File: config.mk
export PLATFORM = sky130hd
export DESIGN_NAME = uart8_rx_fifo
export DESIGN_NICKNAME = d
export VERILOG_FILES = /design/src/rtl/uart8_rx_fifo.sv
export SDC_FILE = /design/constraint.sdc
export NUM_CORES = 1
export LEC_CHECK = 0
export CAP_MARGIN = 40
export CORE_MARGIN = 4
export CORE_UTILIZATION = 63
export CTS_CLUSTER_DIAMETER = 80
export DETAILED_ROUTE_END_ITERATION = 10
export DONT_BUFFER_PORTS = 1
export PLACE_DENSITY = 0.79
export SKIP_CTS_REPAIR_TIMING = 1
export SLEW_MARGIN = 20
export SYNTH_ARGS = -nofsm -noshare
export SYNTH_HDL_FRONTEND = slang
export SYNTH_SLANG_ARGS = --single-unit
File: constraint.sdc
create_clock -name clk -period 3.7 [get_ports clk]
set_input_delay 0.555 -clock clk [delete_from_list [all_inputs] [get_ports clk]]
set_output_delay 0.555 -clock clk [all_outputs]
set_load 0.05 [all_outputs]
File: src/rtl/uart8_rx_fifo.sv
// uart8_rx_fifo: 8N1 UART receiver with a show-ahead receive FIFO.
// The serial line is synchronised and oversampled at 16x the bit rate.
// A start bit is confirmed at mid-bit. Data bits are sampled LSB first,
// one bit period apart. Good frames are pushed into the FIFO. A frame
// whose stop bit is low raises a one-cycle rxErr and is dropped. When
// a byte arrives while the FIFO is full, the byte is dropped and the
// sticky overflow flag is set.
module uart8_rx_fifo #(
  parameter int CLOCK_RATE = 12000000,
  parameter int BAUD_RATE  = 9600,
  parameter int FIFO_DEPTH = 8
) (
  input  logic                               clk,
  input  logic                               reset,
  input  logic                               rxEn,
  input  logic                               rxIn,
  output logic                               rxBusy,
  output logic                               rxErr,
  input  logic                               rdEn,
  output logic [7:0]                         rdData,
  output logic                               empty,
  output logic                               full,
  output logic [$clog2(FIFO_DEPTH+1)-1:0]    count,
  input  logic                               clrErr,
  output logic                               overflow
);

  // Oversample divider. A divisor that rounds to zero is clamped to one,
  // so the tick still advances.
  localparam int TICK_DIV_RAW = CLOCK_RATE / (BAUD_RATE * 16);
  localparam int TICK_DIV     = (TICK_DIV_RAW < 1) ? 1 : TICK_DIV_RAW;
  localparam int DIV_W        = (TICK_DIV > 1) ? $clog2(TICK_DIV) : 1;
  localparam int PTR_W        = (FIFO_DEPTH > 1) ? $clog2(FIFO_DEPTH) : 1;
  localparam int CNT_W        = $clog2(FIFO_DEPTH + 1);

  localparam logic [DIV_W-1:0] DIV_LAST = DIV_W'(TICK_DIV - 1);
  localparam logic [CNT_W-1:0] DEPTH_C  = CNT_W'(FIFO_DEPTH);

  typedef enum logic [2:0] {
    IDLE      = 3'd0,
    START     = 3'd1,
    DATA      = 3'd2,
    STOP      = 3'd3,
    WAIT_IDLE = 3'd4
  } rxState_t;

  // Line synchroniser
  logic syncMeta_r;
  logic syncLine_r;

  // Receiver state
  rxState_t         state_r;
  rxState_t         stateNext_s;
  logic [DIV_W-1:0] divCnt_r;
  logic [DIV_W-1:0] divCntNext_s;
  logic [3:0]       tickCnt_r;
  logic [3:0]       tickCntNext_s;
  logic [2:0]       bitCnt_r;
  logic [2:0]       bitCntNext_s;
  logic [7:0]       shift_r;
  logic [7:0]       shiftNext_s;
  logic             tick_s;
  logic             pushReq_s;
  logic             frameErr_s;
  logic             rxBusy_r;
  logic             rxErr_r;

  // FIFO state
  logic [7:0]       mem_r [FIFO_DEPTH];
  logic [PTR_W-1:0] wrPtr_r;
  logic [PTR_W-1:0] rdPtr_r;
  logic [PTR_W-1:0] wrPtrNext_s;
  logic [PTR_W-1:0] rdPtrNext_s;
  logic [CNT_W-1:0] count_r;
  logic [CNT_W-1:0] countNext_s;
  logic             empty_r;
  logic             full_r;
  logic             overflow_r;
  logic             overflowNext_s;
  logic [7:0]       rdData_r;
  logic [7:0]       rdDataNext_s;
  logic             doPop_s;
  logic             doPush_s;
  logic             ovfEvent_s;

  // Two-flop synchroniser for the asynchronous line. It resets to the idle (high) level.
  always_ff @(posedge clk or negedge reset) begin
    if (!reset) begin
      syncMeta_r <= 1'b1;
      syncLine_r <= 1'b1;
    end else begin
      syncMeta_r <= rxIn;
      syncLine_r <= syncMeta_r;
    end
  end

  // The oversample tick fires on the last count of the divider period.
  assign tick_s = (divCnt_r == DIV_LAST);

  // Receiver next-state logic: frame sequencing, bit sampling and the push/error strobes.
  always_comb begin
    stateNext_s   = state_r;
    divCntNext_s  = tick_s ? '0 : (divCnt_r + DIV_W'(1));
    tickCntNext_s = tick_s ? (tickCnt_r + 4'd1) : tickCnt_r;
    bitCntNext_s  = bitCnt_r;
    shiftNext_s   = shift_r;
    pushReq_s     = 1'b0;
    frameErr_s    = 1'b0;

    if ((state_r != IDLE) && !rxEn) begin
      // Disabling mid-frame abandons the partial byte.
      stateNext_s   = IDLE;
      divCntNext_s  = '0;
      tickCntNext_s = 4'd0;
      bitCntNext_s  = 3'd0;
    end else begin
      case (state_r)
        IDLE: begin
          // Hold the divider at zero so that it restarts at the start edge.
          divCntNext_s  = '0;
          tickCntNext_s = 4'd0;
          bitCntNext_s  = 3'd0;
          if (rxEn && !syncLine_r) begin
            stateNext_s = START;
          end else begin
            stateNext_s = IDLE;
          end
        end
        START: begin
          // Re-check the line at mid start bit to reject glitches.
          if (tick_s && (tickCnt_r == 4'd7)) begin
            tickCntNext_s = 4'd0;
            if (syncLine_r) begin
              stateNext_s = IDLE;
            end else begin
              stateNext_s = DATA;
            end
          end else begin
            stateNext_s = START;
          end
        end
        DATA: begin
          // Sample one bit every 16 ticks. Bits shift in from the MSB side.
          if (tick_s && (tickCnt_r == 4'd15)) begin
            shiftNext_s  = {syncLine_r, shift_r[7:1]};
            bitCntNext_s = bitCnt_r + 3'd1;
            if (bitCnt_r == 3'd7) begin
              stateNext_s = STOP;
            end else begin
              stateNext_s = DATA;
            end
          end else begin
            stateNext_s = DATA;
          end
        end
        STOP: begin
          if (tick_s && (tickCnt_r == 4'd15)) begin
            if (syncLine_r) begin
              pushReq_s   = 1'b1;
              stateNext_s = IDLE;
            end else begin
              frameErr_s  = 1'b1;
              stateNext_s = WAIT_IDLE;
            end
          end else begin
            stateNext_s = STOP;
          end
        end
        WAIT_IDLE: begin
          // A broken frame keeps the receiver busy until the line idles high again.
          divCntNext_s  = '0;
          tickCntNext_s = 4'd0;
          if (syncLine_r) begin
            stateNext_s = IDLE;
          end else begin
            stateNext_s = WAIT_IDLE;
          end
        end
        default: begin
          stateNext_s   = IDLE;
          divCntNext_s  = '0;
          tickCntNext_s = 4'd0;
          bitCntNext_s  = 3'd0;
        end
      endcase
    end
  end

  // Receiver registers. rxBusy and rxErr are registered copies of the next-state decisions.
  always_ff @(posedge clk or negedge reset) begin
    if (!reset) begin
      state_r   <= IDLE;
      divCnt_r  <= '0;
      tickCnt_r <= 4'd0;
      bitCnt_r  <= 3'd0;
      shift_r   <= 8'h00;
      rxBusy_r  <= 1'b0;
      rxErr_r   <= 1'b0;
    end else begin
      state_r   <= stateNext_s;
      divCnt_r  <= divCntNext_s;
      tickCnt_r <= tickCntNext_s;
      bitCnt_r  <= bitCntNext_s;
      shift_r   <= shiftNext_s;
      rxBusy_r  <= (stateNext_s != IDLE);
      rxErr_r   <= frameErr_s;
    end
  end

  // FIFO control: the push/pop decision, the pointer and count updates, the next head byte and the overflow flag.
  always_comb begin
    doPop_s     = rdEn & ~empty_r;
    doPush_s    = pushReq_s & (~full_r | doPop_s);
    ovfEvent_s  = pushReq_s & full_r & ~doPop_s;
    rdPtrNext_s = rdPtr_r + PTR_W'(doPop_s);
    wrPtrNext_s = wrPtr_r + PTR_W'(doPush_s);
    countNext_s = count_r + CNT_W'(doPush_s) - CNT_W'(doPop_s);

    // The incoming byte becomes the head when it lands where the read pointer will point.
    if (doPush_s && (wrPtr_r == rdPtrNext_s)) begin
      rdDataNext_s = shift_r;
    end else begin
      rdDataNext_s = mem_r[rdPtrNext_s];
    end

    // When an overflow and a clear occur in the same cycle, the overflow wins.
    if (ovfEvent_s) begin
      overflowNext_s = 1'b1;
    end else if (clrErr) begin
      overflowNext_s = 1'b0;
    end else begin
      overflowNext_s = overflow_r;
    end
  end

  // FIFO storage. The array is cleared on reset so that reads are deterministic.
  always_ff @(posedge clk or negedge reset) begin
    if (!reset) begin
      for (int i = 0; i < FIFO_DEPTH; i++) begin
        mem_r[i] <= 8'h00;
      end
    end else if (doPush_s) begin
      mem_r[wrPtr_r] <= shift_r;
    end
  end

  // FIFO pointers, occupancy flags, registered head byte and sticky overflow.
  always_ff @(posedge clk or negedge reset) begin
    if (!reset) begin
      wrPtr_r    <= '0;
      rdPtr_r    <= '0;
      count_r    <= '0;
      empty_r    <= 1'b1;
      full_r     <= 1'b0;
      overflow_r <= 1'b0;
      rdData_r   <= 8'h00;
    end else begin
      wrPtr_r    <= wrPtrNext_s;
      rdPtr_r    <= rdPtrNext_s;
      count_r    <= countNext_s;
      empty_r    <= (countNext_s == '0);
      full_r     <= (countNext_s == DEPTH_C);
      overflow_r <= overflowNext_s;
      rdData_r   <= rdDataNext_s;
    end
  end

  assign rxBusy   = rxBusy_r;
  assign rxErr    = rxErr_r;
  assign rdData   = rdData_r;
  assign empty    = empty_r;
  assign full     = full_r;
  assign count    = count_r;
  assign overflow = overflow_r;

endmodule

==> impl_metrics.yaml <==
floorplanning:
  die_w_um: 99.0
  start_util_pct: 66.2
  die_h_um: 99.0
  design.core.area_sq_um: 7890
  rows: 32
  io_pins: 23
  die_area_sq_um: 9810
worst_setup_path:
  cp_common_cell: "inv_1"
  cp_cell_sequence: "inv_1, ha_1, and4bb_2, nand4_1, nor3_1, inv_1, ha_1, inv_1, ha_1, inv_1, fa_1, inv_1, or3_1, nor2b_1"
  endpoint_kind: "flop"
  crit_type: "reg2reg"
  required_ns: 4.14
  r2r-end: "full$_DFF_PN0_"
  crit_slowest_cell: "fa_1"
  worstPathArrival_ns: 3.65
  cp_num_buf_inv: 5
  reg2reg_depth: 14
  r2r-start: "divCnt_r[1]$_DFF_PN0_"
  cp-start-kind: "flop"
  crit_family: "simple AND/OR/NAND/NOR gates"
  cp_max_fo: 6
  reg2reg_slack_ns: 0.49
  max_stage_delay_ns: 0.47
power:
  p_leak_nw: 2.84
  p_seq_share_pct: 40.2
  power.internal_mw: 2.57
  switchingPower_mw: 1.05
  clkPwrFrac_pct: 42.9
  peakVddDrop_v: 0.000475
  power_density_nw_per_um2: 613
  swShare_pct: 29.0
  pwr-share-comb_pct: 16.9
route:
  first_pass_iters: 4
  drcViolationCount: 0
  wl_per_cell_um: 19.8
  vias: 2932
  drtIter0Drc: 191
  via_per_inst: 6.02
  wl_um: 9630
  antenna_left: 0
global_routing:
  grt_pass1_wl_um: 16400
  grt_pass1_vias: 3101
  antenna_found_initial: 0
  grt_use_total_pct: 22.0
  overflow: 0
  grt_max_degree: 115
layout:
  multi_input_area_sq_um: 2220
  final_common_cell: "dfrtp_1"
  fin_cells: 487
  final_nets: 392
  seqCellArea_sq_um: 2860
  antenna_cells: 0
  area_growth_pct: 13.2
  fillCellCount: 481
  final_cell_mix: "111 x dfrtp_1, 87 x mux2_2, 19 x nor2_1, 16 x mux4_2, 16 x clkbuf_16"
  layout-drive-gt1-share_pct: 39.2
sta:
  fmax_mhz: 311
  hold_ws_ns: -0.0267
  final_max_slew_viol_count: 0
  period_share_pct: 86.9
  worstMarginPinSlew_ns: 0.675
  skew_ns: 0.00539
  final-setup-viol-count: 0
  rsz0062_at_grt: "no"
  tns_ns: 0
  final_hold_viol_count: 11
  relSlewSlack_pct: 55.0
  min_period_ns: 3.21
placement:
  place_congestion: 0.851
  dp.cells: 454
  dp_hpwl_um: 5740
  port_buffers: 0
yosys:
  synth_ff_type: "dfrtp_1"
  synthDistinctLibCells: 48
  synth-edff-count: 0
  yosysWarnings: 0
  ys_seq_elements: 114
  synthesis.area_sq_um: 5220
  syn_avg_cell_area_sq_um: 14.1
  syn_nets: 389
  synth_seq_area_share_pct: 54.7
  async_flop_share_pct: 100
  syn_inst: 369
clocking:
  insertion_delay_ns: 0.51
  cts_tree: "built"
  ctsRootBufferMaster: "clkbuf_8"
  clk_pin_slew_ns: 0.06
  numCtsBuffers: 17
  clk_path_buf_depth: 2
  h-tree-depth: 4
  clock-sinks: 114
run:
  drv_cap: 0
status:
  violations: "negative hold slack"
  status: "complete, but fails checks"
worst_hold_path:
  hold_class: "in2async"
cell usage after synthesis, types with 4 or more instances:
cell type    n  share of area, %
a21oi_1      5              0.48
buf_2        4              0.38
clkbuf_1    13              0.93
dfrtp_1    111                53
ha_1        13               3.1
inv_1       14               1.0
mux2_2      87                19
mux4_2      16               6.9
nand2_1      9              0.65
nand4_1      7              0.84
nor2_1      19               1.4
xnor2_1      6               1.0
xor2_1      11               1.8
stage by stage:
| step | power [mW] | setup slack [ns] | utilization, % | cell area, sq um |
|---|---|---|---|---|
| finish | 3.62 | 0.486 | 74.9 | 5910 |
| global route | 3.78 | 0.287 | 74.9 | 5910 |
| CTS | 3.63 | 0.475 | 74.6 | 5880 |
| detailed placement | 2.07 | 0.482 | 67.2 | 5300 |
| global placement | 2.06 | 0.592 | 67.2 | 5300 |
| floorplan | 1.90 | 0.606 | - | 5220 |
cells by family after synthesis:
kind of cell    share of synthesized area [%]
mux                                      26.1
fa+ha+maj                                3.50
buf+inv                                  2.68
compound gates                           2.47
simple gates                             7.69
xor+xnor                                 2.85
flops                                    54.7
layer usage:
metal	vias to the layer above	GRT usage (%)	routed length (um)
met1	1504	31.2	4400
met2	74	33.3	4630
met5	-	0	0
met4	0	7.77	147
li1	1339	-	-
met3	15	5.80	454
power groups by stage:
stage | logic [mW] | clock network [mW] | registers (mW)
final | 0.611 | 1.55 | 1.46
after global routing | 0.671 | 1.65 | 1.47
after CTS | 0.588 | 1.59 | 1.46
after detailed placement | 0.586 | 0 | 1.48
after global placement | 0.579 | 0 | 1.48
after floorplan | 0.437 | 0 | 1.46
worst register-to-register path, stage by stage (launching register included):
cell	delay, ns
dfrtp_1	0.41
inv_1	0.08
ha_1	0.14
and4bb_2	0.29
nand4_1	0.21
nor3_1	0.36
inv_1	0.09
ha_1	0.28
inv_1	0.06
ha_1	0.15
inv_1	0.05
fa_1	0.47
inv_1	0.05
or3_1	0.38
nor2b_1	0.11
flip-flops by register name (all words and copies together) (netlist names), 3 cells and up:
signal / count
divCnt_r: 7
count: 4
wrPtr_r: 3
state_r: 3
bitCnt_r: 3
mem_r: 64
rdPtr_r: 3
shift_r: 8
tickCnt_r: 4
rdData: 8
worst max-delay path by stage:
stage                          startpoint             endpoint  slack [ns]  cells past startpoint
finish              divCnt_r[1]$_DFF_PN0_       full$_DFF_PN0_        0.49                     14
CTS                 divCnt_r[1]$_DFF_PN0_       full$_DFF_PN0_        0.47                     14
floorplan                 empty$_DFF_PN1_  rdData[0]$_DFF_PN0_        0.61                      8
global placement    divCnt_r[1]$_DFF_PN0_       full$_DFF_PN0_        0.59                     14
detailed placement  divCnt_r[1]$_DFF_PN0_       full$_DFF_PN0_        0.48                     14
global route        divCnt_r[1]$_DFF_PN0_       full$_DFF_PN0_        0.29                     14
cell type report:
| cell class | count | area share (%) |
|---|---|---|
| sequential | 114 | 48.3 |
| clock buffer | 19 | 7.48 |
| multi-input combinational | 220 | 37.6 |
| tap | 102 | 2.16 |
| timing repair buffer | 5 | 1.19 |
| clock inverter | 13 | 2.31 |
| inverter | 14 | 0.889 |
Note: power is estimated with default switching activity, not from simulation.
